## config.mk

```make
export PLATFORM = sky130hd
export DESIGN_NAME = uart_rx_sampler_flat
export DESIGN_NICKNAME = d
export VERILOG_FILES = /design/src/rtl/uart_pkg.sv /design/src/rtl/uart_rx_sampler_if.sv /design/src/rtl/uart_rx_sync.sv /design/src/rtl/uart_rx_sampler.sv /design/src/flat_wrapper.sv
export SDC_FILE = /design/constraint.sdc
export NUM_CORES = 1
export LEC_CHECK = 0
export ABC_AREA = 1
export CORE_MARGIN = 1.5
export CORE_UTILIZATION = 40
export DETAILED_ROUTE_END_ITERATION = 10
export GPL_TIMING_DRIVEN = 0
export REMOVE_ABC_BUFFERS = 1
export SLEW_MARGIN = 30
export SYNTH_ARGS = -nofsm -noshare
export SYNTH_HDL_FRONTEND = slang
export SYNTH_HIERARCHICAL = 1
export SYNTH_SLANG_ARGS = --single-unit
```

## constraint.sdc

```tcl
create_clock -name clk -period 2.2 [get_ports clk]
set_input_delay 0.66 -clock clk [delete_from_list [all_inputs] [get_ports clk]]
set_output_delay 0.66 -clock clk [all_outputs]
set_load 0.02 [all_outputs]
```

## src/rtl/uart_pkg.sv

```systemverilog
// Shared UART receive definitions: sampler FSM encoding, bit-kind codes,
// default frame geometry and the majority-vote helper.
package uart_pkg;

  localparam int DEF_OVERSAMPLE = 16;
  localparam int DEF_DATA_BITS  = 8;

  typedef enum logic [2:0] {
    ST_IDLE   = 3'd0,
    ST_START  = 3'd1,
    ST_DATA   = 3'd2,
    ST_PARITY = 3'd3,
    ST_STOP   = 3'd4
  } rx_state_e;

  localparam logic [1:0] KIND_DATA   = 2'd0;
  localparam logic [1:0] KIND_PARITY = 2'd1;
  localparam logic [1:0] KIND_STOP   = 2'd2;

  function automatic logic maj3(input logic a, input logic b, input logic c);
    return (a & b) | (a & c) | (b & c);
  endfunction

endpackage

```

## src/rtl/uart_rx_sampler_if.sv

```systemverilog
// Bit-level result bus from the RX sampler to the RX controller, shift
// register and parity checker.
interface uart_rx_sampler_if;

  logic       start_bit;
  logic       bit_valid;
  logic       bit_data;
  logic [1:0] bit_kind;
  logic       frame_active;
  logic       false_start;
  logic       framing_error;

  modport master (
    output start_bit,
    output bit_valid,
    output bit_data,
    output bit_kind,
    output frame_active,
    output false_start,
    output framing_error
  );

  modport slave (
    input start_bit,
    input bit_valid,
    input bit_data,
    input bit_kind,
    input frame_active,
    input false_start,
    input framing_error
  );

endinterface

```

## src/rtl/uart_rx_sync.sv

```systemverilog
// Two-flop synchroniser for the raw rx line plus one extra flop so a
// falling edge can be seen as (older 1, newer 0).
module uart_rx_sync (
  input  logic clk,
  input  logic reset,
  input  logic rx_in,
  output logic rx_s,
  output logic fall_edge
);

  localparam int STAGES = 3;

  logic [STAGES-1:0] sync_q;
  logic [STAGES-1:0] sync_d;

  assign sync_d[0] = rx_in;

  genvar gi;
  generate
    for (gi = 1; gi < STAGES; gi++) begin : g_chain
      assign sync_d[gi] = sync_q[gi-1];
    end
  endgenerate

  // Reset to all ones so a line that idles high never looks like an edge.
  always_ff @(posedge clk) begin
    if (reset) begin
      sync_q <= '1;
    end else begin
      sync_q <= sync_d;
    end
  end

  assign rx_s      = sync_q[1];
  assign fall_edge = sync_q[2] & ~sync_q[1];

endmodule

```

## src/rtl/uart_rx_sampler.sv

```systemverilog
// UART receive front end: start-edge detection, mid-bit 3-sample majority
// voting on the oversample tick, and per-bit strobes with framing checks.
module uart_rx_sampler
  import uart_pkg::*;
#(
  parameter int OVERSAMPLE = DEF_OVERSAMPLE,
  parameter int DATA_BITS  = DEF_DATA_BITS,
  parameter bit PARITY_EN  = 1'b1
) (
  input  logic               clk,
  input  logic               reset,
  input  logic               baud_tick,
  input  logic               rx_in,
  uart_rx_sampler_if.master  rx_if
);

  localparam int SW = $clog2(OVERSAMPLE);
  localparam int BW = $clog2(DATA_BITS + 1);
  localparam int H  = OVERSAMPLE / 2;

  localparam logic [SW-1:0] SC_VOTE0  = SW'(H - 1);
  localparam logic [SW-1:0] SC_VOTE1  = SW'(H);
  localparam logic [SW-1:0] SC_DECIDE = SW'(H + 1);
  localparam logic [SW-1:0] SC_LAST   = SW'(OVERSAMPLE - 1);
  localparam logic [BW-1:0] BC_LAST   = BW'(DATA_BITS - 1);

  logic rx_s;
  logic fall_edge;

  uart_rx_sync u_sync (
    .clk       (clk),
    .reset     (reset),
    .rx_in     (rx_in),
    .rx_s      (rx_s),
    .fall_edge (fall_edge)
  );

  rx_state_e     state_q, state_d;
  logic [SW-1:0] scnt_q, scnt_d;
  logic [BW-1:0] bcnt_q, bcnt_d;
  logic [1:0]    vote_q, vote_d;
  logic          bit_data_q, bit_data_d;
  logic [1:0]    bit_kind_q, bit_kind_d;
  logic          frame_active_q, frame_active_d;

  logic          start_bit_c;
  logic          bit_valid_c;
  logic          false_start_c;
  logic          framing_error_c;
  logic [1:0]    kind_c;

  logic          in_frame;
  logic          decide;
  logic          vote_now;

  assign in_frame = (state_q != ST_IDLE);
  assign decide   = baud_tick && in_frame && (scnt_q == SC_DECIDE);
  assign vote_now = maj3(vote_q[0], vote_q[1], rx_s);

  always_comb begin
    state_d         = state_q;
    scnt_d          = scnt_q;
    bcnt_d          = bcnt_q;
    vote_d          = vote_q;
    bit_data_d      = bit_data_q;
    bit_kind_d      = bit_kind_q;
    frame_active_d  = frame_active_q;
    start_bit_c     = 1'b0;
    bit_valid_c     = 1'b0;
    false_start_c   = 1'b0;
    framing_error_c = 1'b0;
    kind_c          = KIND_DATA;

    // Sample counter and the two early vote samples only run inside a frame.
    if (baud_tick && in_frame) begin
      scnt_d = (scnt_q == SC_LAST) ? '0 : scnt_q + 1'b1;
      if (scnt_q == SC_VOTE0) vote_d[0] = rx_s;
      if (scnt_q == SC_VOTE1) vote_d[1] = rx_s;
    end

    case (state_q)
      ST_IDLE: begin
        if (fall_edge) begin
          scnt_d         = '0;
          state_d        = ST_START;
          frame_active_d = 1'b1;
        end
      end
      ST_START: begin
        if (decide) begin
          if (!vote_now) begin
            start_bit_c = 1'b1;
            bcnt_d      = '0;
            state_d     = ST_DATA;
          end else begin
            false_start_c  = 1'b1;
            scnt_d         = '0;
            frame_active_d = 1'b0;
            state_d        = ST_IDLE;
          end
        end
      end
      ST_DATA: begin
        if (decide) begin
          bit_valid_c = 1'b1;
          kind_c      = KIND_DATA;
          bcnt_d      = bcnt_q + 1'b1;
          if (bcnt_q == BC_LAST) begin
            state_d = PARITY_EN ? ST_PARITY : ST_STOP;
          end
        end
      end
      ST_PARITY: begin
        if (decide) begin
          bit_valid_c = 1'b1;
          kind_c      = KIND_PARITY;
          state_d     = ST_STOP;
        end
      end
      ST_STOP: begin
        // Leave at mid-stop so a back-to-back start edge is not missed.
        if (decide) begin
          bit_valid_c     = 1'b1;
          kind_c          = KIND_STOP;
          framing_error_c = ~vote_now;
          scnt_d          = '0;
          frame_active_d  = 1'b0;
          state_d         = ST_IDLE;
        end
      end
      default: begin
        state_d = ST_IDLE;
      end
    endcase

    if (bit_valid_c) begin
      bit_data_d = vote_now;
      bit_kind_d = kind_c;
    end
  end

  always_ff @(posedge clk) begin
    if (reset) begin
      state_q        <= ST_IDLE;
      scnt_q         <= '0;
      bcnt_q         <= '0;
      vote_q         <= '0;
      bit_data_q     <= 1'b0;
      bit_kind_q     <= KIND_DATA;
      frame_active_q <= 1'b0;
    end else begin
      state_q        <= state_d;
      scnt_q         <= scnt_d;
      bcnt_q         <= bcnt_d;
      vote_q         <= vote_d;
      bit_data_q     <= bit_data_d;
      bit_kind_q     <= bit_kind_d;
      frame_active_q <= frame_active_d;
    end
  end

  // Strobes are decided in the tick cycle itself; bit_data/bit_kind show the
  // fresh vote alongside bit_valid and hold it afterwards.
  assign rx_if.start_bit     = start_bit_c & ~reset;
  assign rx_if.bit_valid     = bit_valid_c & ~reset;
  assign rx_if.false_start   = false_start_c & ~reset;
  assign rx_if.framing_error = framing_error_c & ~reset;
  assign rx_if.bit_data      = bit_data_d & ~reset;
  assign rx_if.bit_kind      = reset ? KIND_DATA : bit_kind_d;
  assign rx_if.frame_active  = frame_active_q;

endmodule

```

## src/flat_wrapper.sv

```systemverilog
// flat-port wrapper written by rule: the top's interface ports become plain ports
module uart_rx_sampler_flat import uart_pkg::*;
#(
  parameter int OVERSAMPLE = DEF_OVERSAMPLE,
  parameter int DATA_BITS  = DEF_DATA_BITS,
  parameter bit PARITY_EN  = 1'b1
)
  (clk, reset, baud_tick, rx_in, rx_if_start_bit, rx_if_bit_valid, rx_if_bit_data, rx_if_bit_kind, rx_if_frame_active, rx_if_false_start, rx_if_framing_error);
  uart_rx_sampler_if rx_if_i ();
  input  logic clk;
  input  logic reset;
  input  logic baud_tick;
  input  logic rx_in;
  output wire logic [$bits(rx_if_i.start_bit)-1:0] rx_if_start_bit;
  output wire logic [$bits(rx_if_i.bit_valid)-1:0] rx_if_bit_valid;
  output wire logic [$bits(rx_if_i.bit_data)-1:0] rx_if_bit_data;
  output wire logic [$bits(rx_if_i.bit_kind)-1:0] rx_if_bit_kind;
  output wire logic [$bits(rx_if_i.frame_active)-1:0] rx_if_frame_active;
  output wire logic [$bits(rx_if_i.false_start)-1:0] rx_if_false_start;
  output wire logic [$bits(rx_if_i.framing_error)-1:0] rx_if_framing_error;
  assign rx_if_start_bit = rx_if_i.start_bit;
  assign rx_if_bit_valid = rx_if_i.bit_valid;
  assign rx_if_bit_data = rx_if_i.bit_data;
  assign rx_if_bit_kind = rx_if_i.bit_kind;
  assign rx_if_frame_active = rx_if_i.frame_active;
  assign rx_if_false_start = rx_if_i.false_start;
  assign rx_if_framing_error = rx_if_i.framing_error;
  uart_rx_sampler #(.OVERSAMPLE(OVERSAMPLE), .DATA_BITS(DATA_BITS), .PARITY_EN(PARITY_EN)) u_core (.clk(clk), .reset(reset), .baud_tick(baud_tick), .rx_in(rx_in), .rx_if(rx_if_i));
endmodule
```

# Yosys cells after proc, flatten, opt, wreduce, memory -nomap -nowiden
# Index checks and enable logic that the tools add are counted.
dict set report word_totals {
  reg_bits 20
  elab_cells 94
  output_inout_bits 8
  in_bits 4
}
dict set report classes {
  bitwise 14
  reduce_logical 12
  eq_ne 17
  n_mux 40
  add_sub_neg 2
}
# operator count
set op_table {}
lappend op_table {{2-to-1 mux 4 bit} 9}
lappend op_table {{2-to-1 mux 3 bit} 6}
lappend op_table {{2-to-1 mux 1 bit} 16}
lappend op_table {{case mux 3 bit (5 select lines)} 1}
lappend op_table {{!= test 2 x 1 -> 1 bit, second input constant} 7}
lappend op_table {{equality test 4 bit, second input constant} 3}
lappend op_table {{case mux 4 bit (3 select lines)} 1}
lappend op_table {{bitwise AND 1 bit} 9}
lappend op_table {{adder 4 x 1 -> 4 bit, second input constant} 2}
lappend op_table {{equality test 4 x 3 -> 1 bit, second input constant} 2}
lappend op_table {{2-to-1 mux 2 bit} 4}
lappend op_table {{case mux 4 bit (2 select lines)} 1}
lappend op_table {{equality test 3 x 2 -> 1 bit, second input constant} 2}
lappend op_table {{AND reduction 6 bit} 1}
lappend op_table {{nonzero test 3 bit} 2}
lappend op_table {{AND reduction 5 bit} 1}
lappend op_table {{case mux 2 bit (2 select lines)} 1}
lappend op_table {{AND reduction 2 bit} 2}
lappend op_table {{AND reduction 4 bit} 1}
lappend op_table {{equality test 3 x 1 -> 1 bit, second input constant} 1}
lappend op_table {{equality test 3 bit, second input constant} 1}
lappend op_table {{zero test 3 bit} 1}
lappend op_table {{NOT 1 bit} 3}
lappend op_table {{case mux 1 bit (3 select lines)} 1}
lappend op_table {{other kinds (5)} 7}

# Longest topological paths before layout
dict set report depth {
  depth_word 7
  ltp_mapped 10
  depth_no_buf 10
}

# Hierarchy
# The synthesis kept the hierarchy.
# module cells_each seq_area_each_um2 area_each_um2 instances
set by_module_without_submodules {}
lappend by_module_without_submodules {uart_rx_sampler 156 340.3 1019.7 1}
lappend by_module_without_submodules {uart_rx_sync 12 60.1 93.8 1}

# Least setup slack after synthesis
# No wires, ideal clock.
dict set report synth_timing {
  path_type {input port to output port}
  start {in baud_tick}
  end {out rx_if_framing_error}
  stages 4
  arrival_time_ps 1395
  n_path_buf 0
  path_slack_ps 145
  required_ps 1540
  path_cell_list {nand2_4 > nor2_8 > nand2_1 > nor3_1}
}
dict set report synth_between {
  elab_chain_len 5
}
# item line
set synth_rtl {}
lappend synth_rtl {{start: declaration} flat_wrapper.sv:12} ;# input logic baud_tick;
lappend synth_rtl {{logical AND 1 bit (2 in a row)} uart_rx_sampler.sv:57} ;# assign decide = baud_tick && in_frame && (scnt_q == SC_DECIDE);
lappend synth_rtl {{2-to-1 mux 1 bit} uart_rx_sampler.sv:122} ;# if (decide) begin
lappend synth_rtl {{2-to-1 mux 1 bit} uart_rx_sampler.sv:81} ;# case (state_q)
lappend synth_rtl {{bitwise AND 1 bit} uart_rx_sampler.sv:167} ;# assign rx_if.framing_error = framing_error_c & ~reset;
lappend synth_rtl {{end: declaration} flat_wrapper.sv:20} ;# output wire logic [$bits(rx_if_i.framing_error)-1:0] rx_if_framing_error;
# No other way between the ends.

# Worst setup path after layout
dict set report layout_timing {
  start {reg u_core.scnt_q[1]}
  end {out rx_if_bit_kind[0]}
}
dict set report layout_between {
  elab_chain_len 6
  elab_cells_between_ends 8
  classes_between {eq/ne (1); mux (6); reduce/logical (1)}
}
# item line
set layout_rtl {}
lappend layout_rtl {{start: declaration} uart_rx_sampler.sv:39} ;# logic [SW-1:0] scnt_q, scnt_d;
lappend layout_rtl {{start signal: assignment} uart_rx_sampler.sv:153} ;# scnt_q <= scnt_d;
lappend layout_rtl {{equality test 4 bit *} uart_rx_sampler.sv:57}
lappend layout_rtl {{logical AND 1 bit *} uart_rx_sampler.sv:57}
lappend layout_rtl {{2-to-1 mux 1 bit} {uart_rx_sampler.sv:104, uart_rx_sampler.sv:114, uart_rx_sampler.sv:122}}
lappend layout_rtl {{case mux 2 bit (2 select lines) or 2-to-1 mux 1 bit (tied branches)} -}
lappend layout_rtl {{2-to-1 mux 2 bit *} uart_rx_sampler.sv:136} ;# if (bit_valid_c) begin
lappend layout_rtl {{2-to-1 mux 2 bit *} uart_rx_sampler.sv:169} ;# assign rx_if.bit_kind = reset ? KIND_DATA : bit_kind_d;
lappend layout_rtl {{end: declaration} flat_wrapper.sv:17} ;# output wire logic [$bits(rx_if_i.bit_kind)-1:0] rx_if_bit_kind;
# Every way passes the cells marked *; elsewhere a longest branch is shown, timed or not.

==> results.sh <==
export IMPL_status="complete, but fails checks"
export IMPL_violations="setup timing"
export IMPL_fillCellCount=270
export IMPL_netlist_area_um2=1114
export IMPL_antenna_found_initial=0
export IMPL_ant_nets=0
export IMPL_p_seq_share_pct=36.5
export IMPL_cts_buffers=3
export IMPL_initial_core_util_pct=43.76
export IMPL_grt_max_degree=15
export IMPL_cts_buffer_depth=2
export IMPL_grt_busiest_layer="met2"
export IMPL_p_sw_share_pct=41.48
export IMPL_use_met2_pct=26.87
export IMPL_seq_area_frac_synth_pct=35.96
export IMPL_die_area_um2=3109
export IMPL_overflow=0
export IMPL_synthTopCellsByArea="dfxtp_1 (36%), nand2_1 (13%), nor2_1 (8.8%), inv_1 (8.1%), nand3_1 (6.3%)"
export IMPL_route_vias_total=1083
export IMPL_drv_slew=0
export IMPL_switchingPower_mw=0.5264
export IMPL_num_rows=18
export IMPL_cts_sinks=20
export IMPL_r2r_start="u_core/state_q[0]"
export IMPL_track_usage_pct=16.56
export IMPL_fin_ws_ns=-0.01331
export IMPL_hold_class="flop to flop"
export IMPL_grt_pass1_wl_mm=4.140
export IMPL_multi_input_area_um2=661.9
export IMPL_diodes=0
export IMPL_p_leak_nw=0.6578
export IMPL_yosysTopAreaCell="dfxtp_1"
export IMPL_final_seq_area_um2=415.4
export IMPL_critPathMaxFanout=6
export IMPL_viasPerCell=4.878
export IMPL_ff2ff_path_depth=9
export IMPL_fin_crit_ns=2.213
export IMPL_synth_top_area_share_pct=35.96
export IMPL_area_growth_pct=26.63
export IMPL_relSlewSlack_pct=78.51
export IMPL_period_share_pct=100.6
export IMPL_powerDensity_nw_per_um2=899.9
export IMPL_worstMarginPinSlew_ns=0.3223
export IMPL_core_area_um2=2545
export IMPL_io_buffer_count=11
export IMPL_reg2reg_to="u_core/state_q[1]"
export IMPL_final_common_cell="nand2_1"
export IMPL_critical_path_endpoint="rx_if_bit_kind[0]"
export IMPL_finalSetupViolations=1
export IMPL_cts_htree_levels=1
export IMPL_arrival_ns=1.55
export IMPL_firstDrtPassIters=4
export IMPL_p_int_mw=0.7426
export IMPL_yosysWarnings=6
export IMPL_gp_congestion=0.8888
export IMPL_drive_gt1_share_pct=26.56
export IMPL_grtUsageMet1_pct=21.97
export IMPL_crit_path_start_kind="flop"
export IMPL_power_frac_comb_pct=46.6
export IMPL_met3_usage_pct=2.558
export IMPL_drc=0
export IMPL_end_kind="output port"
export IMPL_rsz0062_at_grt="yes"
export IMPL_avgSynthCellArea_um2=6.628
export IMPL_io_pins=12
export IMPL_finish_utilization_pct=55.41
export IMPL_synth_ff_latch_count=20
export IMPL_crit_start="u_core/scnt_q[1]"
export IMPL_required_ns=1.54
export IMPL_cts_clk_slew_worst_paths_ns=0.12
export IMPL_synth_cell_type_count=21
export IMPL_r2r_setup_slack_ns=0.84
export IMPL_hold_viol_final=0
export IMPL_final_cell_mix="nand2_1 (37), nor2_1 (25), inv_1 (20)"
export IMPL_drt_wirelength_per_cell_um=11.31
export IMPL_grt_pass1_vias=986
export IMPL_root_buffer="clkbuf_4"
export IMPL_clkLatencyLatePin_ns=0.30
export IMPL_die_h_um=55.76
export IMPL_skew_ns=0.01616
export IMPL_ir_worst_vdd_mv=0.6103
export IMPL_first_iter_violations=37
export IMPL_finalPower_mw=1.269
export IMPL_cts_tree="yes"
export IMPL_criticalPathCategory="flop to output port"
export IMPL_fmax_ghz=0.4518
export IMPL_pwr_share_clk_pct=16.9
export IMPL_drt_total_wl_mm=2.510
export IMPL_die_w_um=55.76
export IMPL_hpwl_mm=1.756
export IMPL_nNetsFinal=201
export IMPL_drv_cap=0
export IMPL_syn_inst=168
cell families after synthesis:
kind of cell	count (synthesis)	synth area share, %
simple gates	99	41.68
fa+ha+maj	4	4.495
compound gates	18	8.315
xor+xnor	1	0.7867
flops	20	35.95
buf+inv	26	8.764
timing repair:
item / in CTS / in global routing
setup buffers: 7 / 3
hold buffers: 0 / 0
pin swaps: 6 / 5
gates resized for setup: 58 / 13
hold endpoints to repair: 0 / 0
setup endpoints to repair: 7 / 7
final cells by class:
class,count,share of cell area [%]
clock buffer,4,2.573
sequential,20,29.46
timing repair buffer,21,11.36
tap,30,2.662
multi-input combinational,122,46.94
inverter,25,7.010
worst min path at each step:
| stage | from | depth (start not counted) | endpoint |
|---|---|---|---|
| 2_1_floorplan | u_core/u_sync/sync_q[0] | 2 | u_core/u_sync/sync_q[1] |
| 4_1_cts | u_core/u_sync/sync_q[0] | 2 | u_core/u_sync/sync_q[1] |
| 3_3_place_gp | u_core/u_sync/sync_q[0] | 2 | u_core/u_sync/sync_q[1] |
| 6_report | u_core/u_sync/sync_q[0] | 2 | u_core/u_sync/sync_q[1] |
| 5_1_grt | u_core/u_sync/sync_q[0] | 2 | u_core/u_sync/sync_q[1] |
| 3_5_place_dp | u_core/u_sync/sync_q[0] | 2 | u_core/u_sync/sync_q[1] |
per-layer routing:
metal,up-vias,routed length [um]
met5,-,0
met1,496,1286
li1,580,-
met4,0,15
met2,5,1164
met3,2,44
synthesized netlist by cell type:
library cell	instances
nand2_1	38
nor2_1	26
inv_1	24
dfxtp_1	20
nand3_1	14
a21oi_1	9
o21ai_0	8
nor3_1	6
ha_1	4
nand2_2	4
nand4_1	3
nand3b_1	2
nor2_2	2
clkbuf_1	1
clkinv_1	1
nand2_4	1
nand3_2	1
nor2_4	1
nor2_8	1
o211ai_1	1
xnor2_1	1
critical path: stages, from the launching register on:
cell	delay [ns]
dfxtp_2	0.35
inv_2	0.07
ha_4	0.13
nand3_4	0.08
nor2_8	0.14
nand4_1	0.14
a21oi_2	0.19
buf_6	0.14
stage by stage:
step | hold WS (ns) | setup WS (ns) | setup TNS (ns) | instance area, um2 | instances
final | 0.4214 | -0.01331 | -0.01331 | 1410 | 222
after CTS | 0.4342 | -0.02199 | -0.06196 | 1364 | 219
after detailed placement | 0.4032 | -1.161 | -7.284 | 1257 | 208
after floorplan | 0.3867 | 0.1448 | 0 | 1110 | 167
after global routing | 0.4640 | -0.1074 | -0.3672 | 1410 | 222
after global placement | 0.3941 | -1.174 | -7.346 | 1257 | 208
flip-flops by register name (all words and copies together) (netlist names):
name,count
u_core/u_sync/sync_q,3
u_core/vote_q,2
u_core/state_q,3
u_core/bit_kind_q,2
u_core/bit_data_q,1
u_core/rx_if.frame_active,1
u_core/scnt_q,4
u_core/bcnt_q,4
power groups by stage:
stage	registers (mW)	clock network (mW)	logic, mW
global route	0.469	0.240	0.650
global placement	0.453	0	0.491
finish	0.463	0.214	0.592
detailed placement	0.455	0	0.497
CTS	0.457	0.224	0.571
floorplan	0.457	0	0.377
Note: power is estimated with default switching activity, not from simulation.
